$ cat config.mk
export PLATFORM = sky130hd
export DESIGN_NAME = lc3b_ctrl_pipe
export DESIGN_NICKNAME = d
export VERILOG_FILES = /design/src/rtl/lc3b_types.sv /design/src/rtl/ctrl_decode.sv /design/src/rtl/lc3b_ctrl_pipe.sv
export SDC_FILE = /design/constraint.sdc
export NUM_CORES = 1
export LEC_CHECK = 0
export ABC_AREA = 1
export BUFFER_PORTS_ARGS = -buffer_cell sky130_fd_sc_hd__clkbuf_2
export CAP_MARGIN = 20
export CORE_UTILIZATION = 55
export CTS_CLUSTER_SIZE = 14
export DETAILED_ROUTE_END_ITERATION = 7
export PLACE_DENSITY = 0.81
export SYNTH_ARGS = -nofsm -noshare
export SYNTH_HDL_FRONTEND = slang
export SYNTH_HIERARCHICAL = 1
export SYNTH_SLANG_ARGS = --single-unit
$ cat constraint.sdc
create_clock -name clk -period 1.6 [get_ports clk]
set_input_delay 0.16 -clock clk [delete_from_list [all_inputs] [get_ports clk]]
set_output_delay 0.16 -clock clk [all_outputs]
set_load 0.05 [all_outputs]
$ cat src/rtl/lc3b_types.sv
// lc3b_types: shared LC-3b control types.
// Holds the opcode and ALU-op enums, the indirect-access FSM states and
// the control word that travels down the control pipe. It also holds
// ctrl_default, the word used for bubbles, reset and unknown opcodes.
package lc3b_types;

  typedef enum logic [3:0] {
    op_br   = 4'b0000, op_add  = 4'b0001, op_ldb = 4'b0010, op_stb = 4'b0011,
    op_jsr  = 4'b0100, op_and  = 4'b0101, op_ldr = 4'b0110, op_str = 4'b0111,
    op_rti  = 4'b1000, op_not  = 4'b1001, op_ldi = 4'b1010, op_sti = 4'b1011,
    op_jmp  = 4'b1100, op_shf  = 4'b1101, op_lea = 4'b1110, op_trap = 4'b1111
  } lc3b_opcode;

  typedef enum logic [1:0] {
    alu_add  = 2'b00,
    alu_and  = 2'b01,
    alu_not  = 2'b10,
    alu_pass = 2'b11
  } lc3b_aluop;

  typedef enum logic [1:0] {
    IND_IDLE = 2'b00,
    IND_ADDR = 2'b01,
    IND_DATA = 2'b10
  } lc3b_ind_state;

  typedef struct packed {
    lc3b_opcode opcode;
    lc3b_aluop  aluop;
    logic [2:0] nzp;             // BR condition mask
    logic [1:0] alumux_sel;      // 00 sr2, 01 offset6, 10 imm5
    logic [1:0] regfilemux_sel;  // 00 alu, 01 memory data
    logic [1:0] pcmux_sel;       // 00 pc+2, 01 branch target
    logic       indirectmux_sel; // 0 computed address, 1 pointer from memory
    logic       is_indirect;     // LDI/STI
    logic       load_regfile;
    logic       load_cc;
    logic       load_pc;
    logic       dmem_read;
    logic       dmem_write;
  } lc3b_control_word;

  localparam lc3b_control_word ctrl_default = '{
    opcode: op_br, aluop: alu_add, nzp: 3'b000,
    alumux_sel: 2'b00, regfilemux_sel: 2'b00, pcmux_sel: 2'b00,
    indirectmux_sel: 1'b0, is_indirect: 1'b0,
    load_regfile: 1'b0, load_cc: 1'b0, load_pc: 1'b0,
    dmem_read: 1'b0, dmem_write: 1'b0
  };

endpackage

$ cat src/rtl/ctrl_decode.sv
// ctrl_decode: combinational instruction -> control word.
//   ir   in  16  instruction in decode
//   ctrl out     decoded control word (ctrl_default for unknown opcodes)
module ctrl_decode
  import lc3b_types::*;
(
  input  logic [15:0]      ir,
  output lc3b_control_word ctrl
);

  lc3b_opcode opcode_s;
  logic       ir_unused_s;

  assign opcode_s    = lc3b_opcode'(ir[15:12]);
  // Register numbers and offsets are consumed by the datapath, not here.
  assign ir_unused_s = ^{ir[8:6], ir[4:0]};

  // Opcode decode
  always_comb begin
    ctrl = ctrl_default;
    case (opcode_s)
      op_add, op_and: begin
        ctrl.opcode       = opcode_s;
        ctrl.aluop        = (opcode_s == op_and) ? alu_and : alu_add;
        ctrl.alumux_sel   = ir[5] ? 2'b10 : 2'b00;
        ctrl.load_regfile = 1'b1;
        ctrl.load_cc      = 1'b1;
      end
      op_not: begin
        ctrl.opcode       = opcode_s;
        ctrl.aluop        = alu_not;
        ctrl.load_regfile = 1'b1;
        ctrl.load_cc      = 1'b1;
      end
      op_ldr, op_ldi: begin
        ctrl.opcode         = opcode_s;
        ctrl.aluop          = alu_add;
        ctrl.alumux_sel     = 2'b01;
        ctrl.regfilemux_sel = 2'b01;
        ctrl.load_regfile   = 1'b1;
        ctrl.load_cc        = 1'b1;
        ctrl.dmem_read      = 1'b1;
        ctrl.is_indirect    = (opcode_s == op_ldi);
      end
      op_str, op_sti: begin
        ctrl.opcode      = opcode_s;
        ctrl.aluop       = alu_add;
        ctrl.alumux_sel  = 2'b01;
        ctrl.dmem_write  = 1'b1;
        ctrl.is_indirect = (opcode_s == op_sti);
      end
      op_br: begin
        ctrl.opcode    = opcode_s;
        ctrl.nzp       = ir[11:9];
        ctrl.pcmux_sel = 2'b01;
      end
      default: ctrl = ctrl_default;
    endcase
  end

endmodule

$ cat src/rtl/lc3b_ctrl_pipe.sv
// lc3b_ctrl_pipe: decoded control word carried through N_STAGES stage
// registers (index 0 = EX) with valid bits, global stall, branch flush and
// the two-access indirect FSM for LDI/STI.
//   clk, reset     clock, synchronous active-high reset
//   ir, ir_valid   instruction in decode and its valid flag
//   branch_enable  CC match for the BR sitting in BR_STAGE
//   dmem_resp      data-memory access completes this cycle
//   ctrl_out       per-stage control word, load/dmem bits gated by valid
//   valid_out      per-stage valid
//   stall_out      freeze fetch/decode and all stage registers
//   flush_out      branch taken: redirect fetch, squash younger stages
module lc3b_ctrl_pipe
  import lc3b_types::*;
#(
  parameter int N_STAGES  = 3,
  parameter int MEM_STAGE = 1,
  parameter int BR_STAGE  = 1
) (
  input  logic                                 clk,
  input  logic                                 reset,
  input  logic [15:0]                          ir,
  input  logic                                 ir_valid,
  input  logic                                 branch_enable,
  input  logic                                 dmem_resp,
  output lc3b_control_word [N_STAGES-1:0]      ctrl_out,
  output logic             [N_STAGES-1:0]      valid_out,
  output logic                                 stall_out,
  output logic                                 flush_out
);

  lc3b_control_word                 dec_word_s;
  lc3b_control_word [N_STAGES-1:0]  stage_r;
  lc3b_control_word [N_STAGES-1:0]  ctrl_s;
  logic             [N_STAGES-1:0]  valid_r;
  lc3b_ind_state                    ind_state_r;
  lc3b_control_word                 mem_word_s;
  lc3b_control_word                 br_word_s;
  logic mem_valid_s, ind_word_s, mem_wait_s, ind_busy_s, stall_s, flush_s;
  logic ind_rd_s, ind_wr_s, ind_mux_s;

  ctrl_decode u_decode (
    .ir   (ir),
    .ctrl (dec_word_s)
  );

  assign mem_word_s  = stage_r[MEM_STAGE];
  assign mem_valid_s = valid_r[MEM_STAGE];
  assign br_word_s   = stage_r[BR_STAGE];
  assign ind_word_s  = mem_valid_s & mem_word_s.is_indirect;

  assign mem_wait_s = mem_valid_s & (mem_word_s.dmem_read | mem_word_s.dmem_write)
                    & ~dmem_resp & (ind_state_r == IND_IDLE) & ~mem_word_s.is_indirect;

  // A BR with nzp=000 can never be taken, whatever branch_enable says.
  assign flush_s = valid_r[BR_STAGE] & (br_word_s.opcode == op_br)
                 & (br_word_s.nzp != 3'b000) & branch_enable;

  assign stall_s   = mem_wait_s | ind_busy_s;
  assign stall_out = stall_s;
  assign flush_out = flush_s;
  assign valid_out = valid_r;
  assign ctrl_out  = ctrl_s;

  // Indirect FSM: memory-field override for the MEM-stage word and busy flag
  always_comb begin
    ind_rd_s   = 1'b0;
    ind_wr_s   = 1'b0;
    ind_mux_s  = 1'b0;
    ind_busy_s = 1'b0;
    case (ind_state_r)
      // The cycle an indirect word arrives it holds the pipe while the
      // FSM arms; no memory access is issued yet.
      IND_IDLE: ind_busy_s = ind_word_s;
      IND_ADDR: begin
        ind_rd_s   = 1'b1;
        ind_busy_s = 1'b1;
      end
      IND_DATA: begin
        ind_rd_s   = mem_word_s.dmem_read;
        ind_wr_s   = mem_word_s.dmem_write;
        ind_mux_s  = 1'b1;
        ind_busy_s = ~dmem_resp;
      end
      default: ind_busy_s = 1'b0;
    endcase
  end

  // Per-stage output words: FSM override, taken-branch load_pc, valid gating
  always_comb begin
    ctrl_s = stage_r;
    for (int k = 0; k < N_STAGES; k++) begin
      ctrl_s[k].dmem_read = (((k == MEM_STAGE) && stage_r[k].is_indirect) ?
                             ind_rd_s : stage_r[k].dmem_read) & valid_r[k];
      ctrl_s[k].dmem_write = (((k == MEM_STAGE) && stage_r[k].is_indirect) ?
                              ind_wr_s : stage_r[k].dmem_write) & valid_r[k];
      ctrl_s[k].indirectmux_sel = ((k == MEM_STAGE) && stage_r[k].is_indirect) ?
                                  ind_mux_s : stage_r[k].indirectmux_sel;
      ctrl_s[k].load_pc = (stage_r[k].load_pc | ((k == BR_STAGE) & flush_s))
                          & valid_r[k];
      ctrl_s[k].load_regfile = stage_r[k].load_regfile & valid_r[k];
      ctrl_s[k].load_cc      = stage_r[k].load_cc & valid_r[k];
    end
  end

  // Stage registers and indirect FSM state
  always_ff @(posedge clk) begin
    if (reset) begin
      for (int k = 0; k < N_STAGES; k++) begin
        stage_r[k] <= ctrl_default;
      end
      valid_r     <= {N_STAGES{1'b0}};
      ind_state_r <= IND_IDLE;
    end else begin
      if (!stall_s) begin
        stage_r[0] <= dec_word_s;
        valid_r[0] <= ir_valid & ~flush_s;
        for (int k = 1; k < N_STAGES; k++) begin
          stage_r[k] <= stage_r[k-1];
          // Stages up to and including the BR slot are younger than the
          // branch (or the branch itself moving out) and get squashed.
          valid_r[k] <= valid_r[k-1] & ~(flush_s & (k <= BR_STAGE));
        end
      end else begin
        stage_r <= stage_r;
        valid_r <= valid_r;
      end
      case (ind_state_r)
        IND_IDLE: ind_state_r <= ind_word_s ? IND_ADDR : IND_IDLE;
        IND_ADDR: ind_state_r <= dmem_resp ? IND_DATA : IND_ADDR;
        IND_DATA: ind_state_r <= dmem_resp ? IND_IDLE : IND_DATA;
        default:  ind_state_r <= IND_IDLE;
      endcase
    end
  end

endmodule

; ---- Yosys cells after proc, flatten, opt, wreduce, memory -nomap -nowiden
; Index checks and enable logic that the tools add are counted.
; Widths: inputs -> output; s select.
[op_classes]
n_eq_ne = 9
mux = 23
n_bitwise = 28
n_reduce_logical = 10
[op_table]
columns = operator, count
row1 = $and 1x1->1, 23
row2 = $eq 4x3->1 const B, 3
row3 = $eq 4x4->1 const B, 3
row4 = $mux 1, 11
row5 = $logic_not 4->1, 2
row6 = $mux 2, 4
row7 = $pmux 2 s2, 2
row8 = $reduce_or 8->1, 1
row9 = $pmux 2 s3, 1
row10 = $reduce_or 2->1, 3
row11 = $reduce_or 5->1, 1
row12 = $eq 4x1->1 const B, 1
row13 = $mux 4, 1
row14 = $pmux 1 s2, 2
row15 = $reduce_or 4->1, 1
row16 = $mux 3, 1
row17 = $not 1->1, 3
row18 = $pmux 1 s3, 1
row19 = $reduce_bool 3->1, 1
row20 = $eq 2x1->1 const B, 1
row21 = $eq 2x2->1 const B, 1
row22 = $logic_not 2->1, 1
row23 = $or 1x1->1, 2
[totals]
regBits = 65
out_inout_bits = 71

; ---- Depth between registers and ports, before layout
[depth]
depth_word = 6
depth_mapped = 10
depth_no_buf = 9

; ---- By module
; Netlist, hierarchy kept.
[modules_own_cells]
columns = mod, n_inst, cells_per_inst, area_each_um2, seq_area_each_um2
row1 = lc3b_ctrl_pipe, 1, 504, 3692.3, 1421.4
row2 = ctrl_decode, 1, 43, 196.4, 0.0

; ---- Worst setup path after synthesis
; No wires, ideal clock.
[synth_path]
path_type = register -> output
start = register valid_r[1] (netlist: valid_out[1])
end = output port ctrl_out[24] (netlist bit)
t_arrival_ps = 2438
slack_ps = -998
stages_incl_launch_ff = 6
n_path_buf = 1
path_cell_list = dfxtp_1 -> buf_4 -> nand3_1 -> nor2_1 -> nor2_1 -> nor2_1
[synth_rtl]
columns = item, line_no
row1 = "start, declared", lc3b_ctrl_pipe.sv:34  ; logic [N_STAGES-1:0] valid_r;
row2 = "start signal, assigned", lc3b_ctrl_pipe.sv:111  ; valid_r <= {N_STAGES{1'b0}};
row3 = "start signal, assigned by index", lc3b_ctrl_pipe.sv:121  ; valid_r[k] <= valid_r[k-1] & ~(flush_s & (k <= BR_STAGE));
row4 = "start signal, assigned", lc3b_ctrl_pipe.sv:125  ; valid_r <= valid_r;
row5 = "end, declared", lc3b_ctrl_pipe.sv:25  ; output lc3b_control_word [N_STAGES-1:0] ctrl_out,

==> out/metrics.csv <==
stage,metric,value,unit
yosys,synth_top_family_by_area,simple AND/OR/NAND/NOR gates,
clock_tree,cts_tree,yes,
timing,layout_min_cycle_time,1.66,ns
power,ir_drop,0.609,mV
setup_path,end_kind,output port,
final_layout,diodes,0,
yosys,yosys_warnings,6,
yosys,synth_simple_gate_area_share,33.1,%
final_layout,fillers,526,
detailed_routing,dr.first_iter.drc_count,245,
power,power.density,897,nW/µm²
final_layout,multi_input_area,1840,µm²
final_layout,drive_gt1_share,27.2,%
placement,hpwl,5940,µm
yosys,yosysTopAreaCellShare,36.6,%
final_layout,fin_nets,609,
yosys,synthCells,547,
timing,setup_violations,4,
setup_path,rrSetupSlack,0,ns
clock_tree,path_clk_slew,0.08,ns
run,cap_violations,0,
die,die-width,86.1,µm
die,die_area,7410,µm²
global_route,grt_pass1_vias,3000,
die,die_h,86.1,µm
setup_path,path_class,flop to output port,
yosys,synthAdderAreaFrac,1.29,%
detailed_routing,postRouteAntennaNets,0,
global_route,antenna_found_initial,0,
detailed_routing,drc_errors,0,
final_layout,seq_area,1440,µm²
global_route,grt_use_total,25.0,%
power,leakage,2.61,nW
timing,rsz0062_at_grt,yes,
hold_path,holdCritStartpoint,ir_valid,
detailed_routing,wl,9710,µm
global_route,grt-ovfl-total,0,
yosys,netlist_area,3890,µm²
clock_tree,htree_num_levels,3,
placement,dp_slack,-0.00562,ns
clock_tree,cts_buffer_depth,2,
clock_tree,clk_latency,0.35,ns
yosys,muxShareOfSynthArea,0,%
yosys,ys_seq_area_share,36.6,%
timing,final.setup_skew,0.00450,ns
status,violations,negative setup slack,
final_layout,layout_common_cells,"nand2_1 (97), nor2_1 (90), clkbuf_2 (78), a21oi_1 (68), dfxtp_1 (64)",
global_route,grt_pass1_wl,14400,µm
yosys,synth-seq-cells,71,
setup_path,crit_fanout,3,
yosys,syn_area_per_cell,7.11,µm²
final_layout,utilization,69.7,%
detailed_routing,drt-pass1-iter-count,5,
clock_tree,cts-buffers-inserted,9,
die,rows,30,
yosys,synth_cell_types,26,
timing,slew_violations,0,
detailed_routing,vias,3537,
yosys,synth_largest_area_cell,dfxtp_1,
setup_path,crit_required,1.44,ns
placement,routabilityCongestion,0.862,
detailed_routing,routed_via_density,5.16,
setup_path,cp-startpoint,ind_state_r[0],
die,core_area,6790,µm²
setup_path,critical_path.reg2reg.startpoint,ind_state_r[0],
setup_path,arrival,1.50,ns
power,total_power,4.25,mW
hold_path,hp-class,input pin to flop,
timing,final.period_utilization,104,%
yosys,synth.area.top_cells,"dfxtp_1 (37%), nand3b_1 (12%), buf_4 (11%)",
timing,hold_viol_final,0,
timing,setup_ws,-0.0617,ns
yosys,synth-compound-area-share,9.62,%
die,ioPinCount,92,
clock_tree,clock-root-buffer,clkbuf_8,
global_route,grt_max_degree,38,
placement,portBuffers,83,
die,start_util,57.2,%
clock_tree,cts_sinks,71,
detailed_routing,wl_per_cell,14.2,µm
final_layout,area_growth,21.8,%
yosys,synth_xor_area_share,0,%
setup_path,cp-start-kind,flop,
status,status,"finished, violations left",
final_layout,final_common_cell,nand2_1,
timing,fmax,602,MHz
[path summary, 6_finish.rpt]
| kind | end | cells after the start |
|---|---|---|
| setup / recovery | ctrl_out[28] | 6 |
| hold / removal | valid_out[0] | 5 |
| setup reg to reg | ctrl_out[60] | 10 |
| hold reg to reg | stage_r[48] | 2 |
[per-stage QoR]
stage / TNS [ns] / std cells / area [µm²] / hold WS, ns
floorplan: -0.00676 / 550 / 3930 / 0.233
global placement: 0 / 654 / 4110 / 0.356
detailed placement: -0.0114 / 654 / 4110 / 0.353
CTS: -0.205 / 678 / 4550 / 0.111
global route: -2.12 / 685 / 4730 / 0.140
finish: -0.215 / 685 / 4730 / 0.129
[flip-flops by register name, indices dropped and copies added (netlist names)]
| name | cells |
|---|---|
| br_word_s | 6 |
| ctrl_out | 50 |
| ind_state_r | 2 |
| stage_r | 10 |
| valid_out | 3 |
[timing repair]
| item | CTS | global route |
|---|---|---|
| pin swaps | 10 | 2 |
| gates cloned | 0 | 5 |
| setup buffers | 7 | 2 |
| hold buffers | 1 | 0 |
| setup endpoints to repair | 57 | 71 |
| gates resized for setup | 33 | 11 |
| endpoints found under the hold margin | 1 | 0 |
[worst max-delay path: stages, from the launching register on]
cell and delay (ns):
dfxtp_2 0.36, inv_4 0.05, ha_4 0.16, or2_4 0.23
inv_1 0.12, a21oi_2 0.06, clkbuf_8 0.18
[power by group]
part,leakage (nW),switching [mW],internal [mW]
Combinational,1.90,0.409,0.190
Sequential,0.582,0.0589,1.84
Clock,0.127,0.680,1.07
Total,2.61,1.15,3.10
[routing by layer]
layer  track usage (%)  part of all wire [%]
met5                 0                     0
met4              11.2                   2.7
met3              5.20                   5.1
met2              39.5                    48
met1              32.9                    44
[Yosys cell counts]
master	number
buf_6	5
nor2_1	93
nand3_1	11
nand2_2	2
nor3_1	1
a211oi_1	1
a21oi_1	69
o211ai_1	1
inv_2	1
o21ai_0	1
ha_1	4
buf_4	58
conb_1	1
nand2_1	98
o2111ai_1	1
nand4_1	1
buf_2	15
dfxtp_1	71
or2_2	1
nand3b_1	61
nand4_2	1
inv_1	34
buf_1	2
nand3_2	1
clkbuf_1	12
nor2_2	1
[cell type report]
cell class	count	share of cell area, %
sequential	71	30.3
inverter	35	2.88
clock inverter	6	2.25
tap	96	2.54
timing repair buffer	115	20.3
clock buffer	10	2.91
multi-input combinational	352	38.8
[kinds of logic (layout without fill, tap and decap cells)]
group | count (synthesis) | count (layout)
other | 1 | 4
adder cells (fa/ha/maj) | 4 | 4
buffers and inverters | 127 | 166
AND/OR/NAND/NOR | 271 | 271
flip-flops | 71 | 71
AO/OA/AOI/OAI | 73 | 73
No activity file was read; power rests on OpenSTA's default activity.
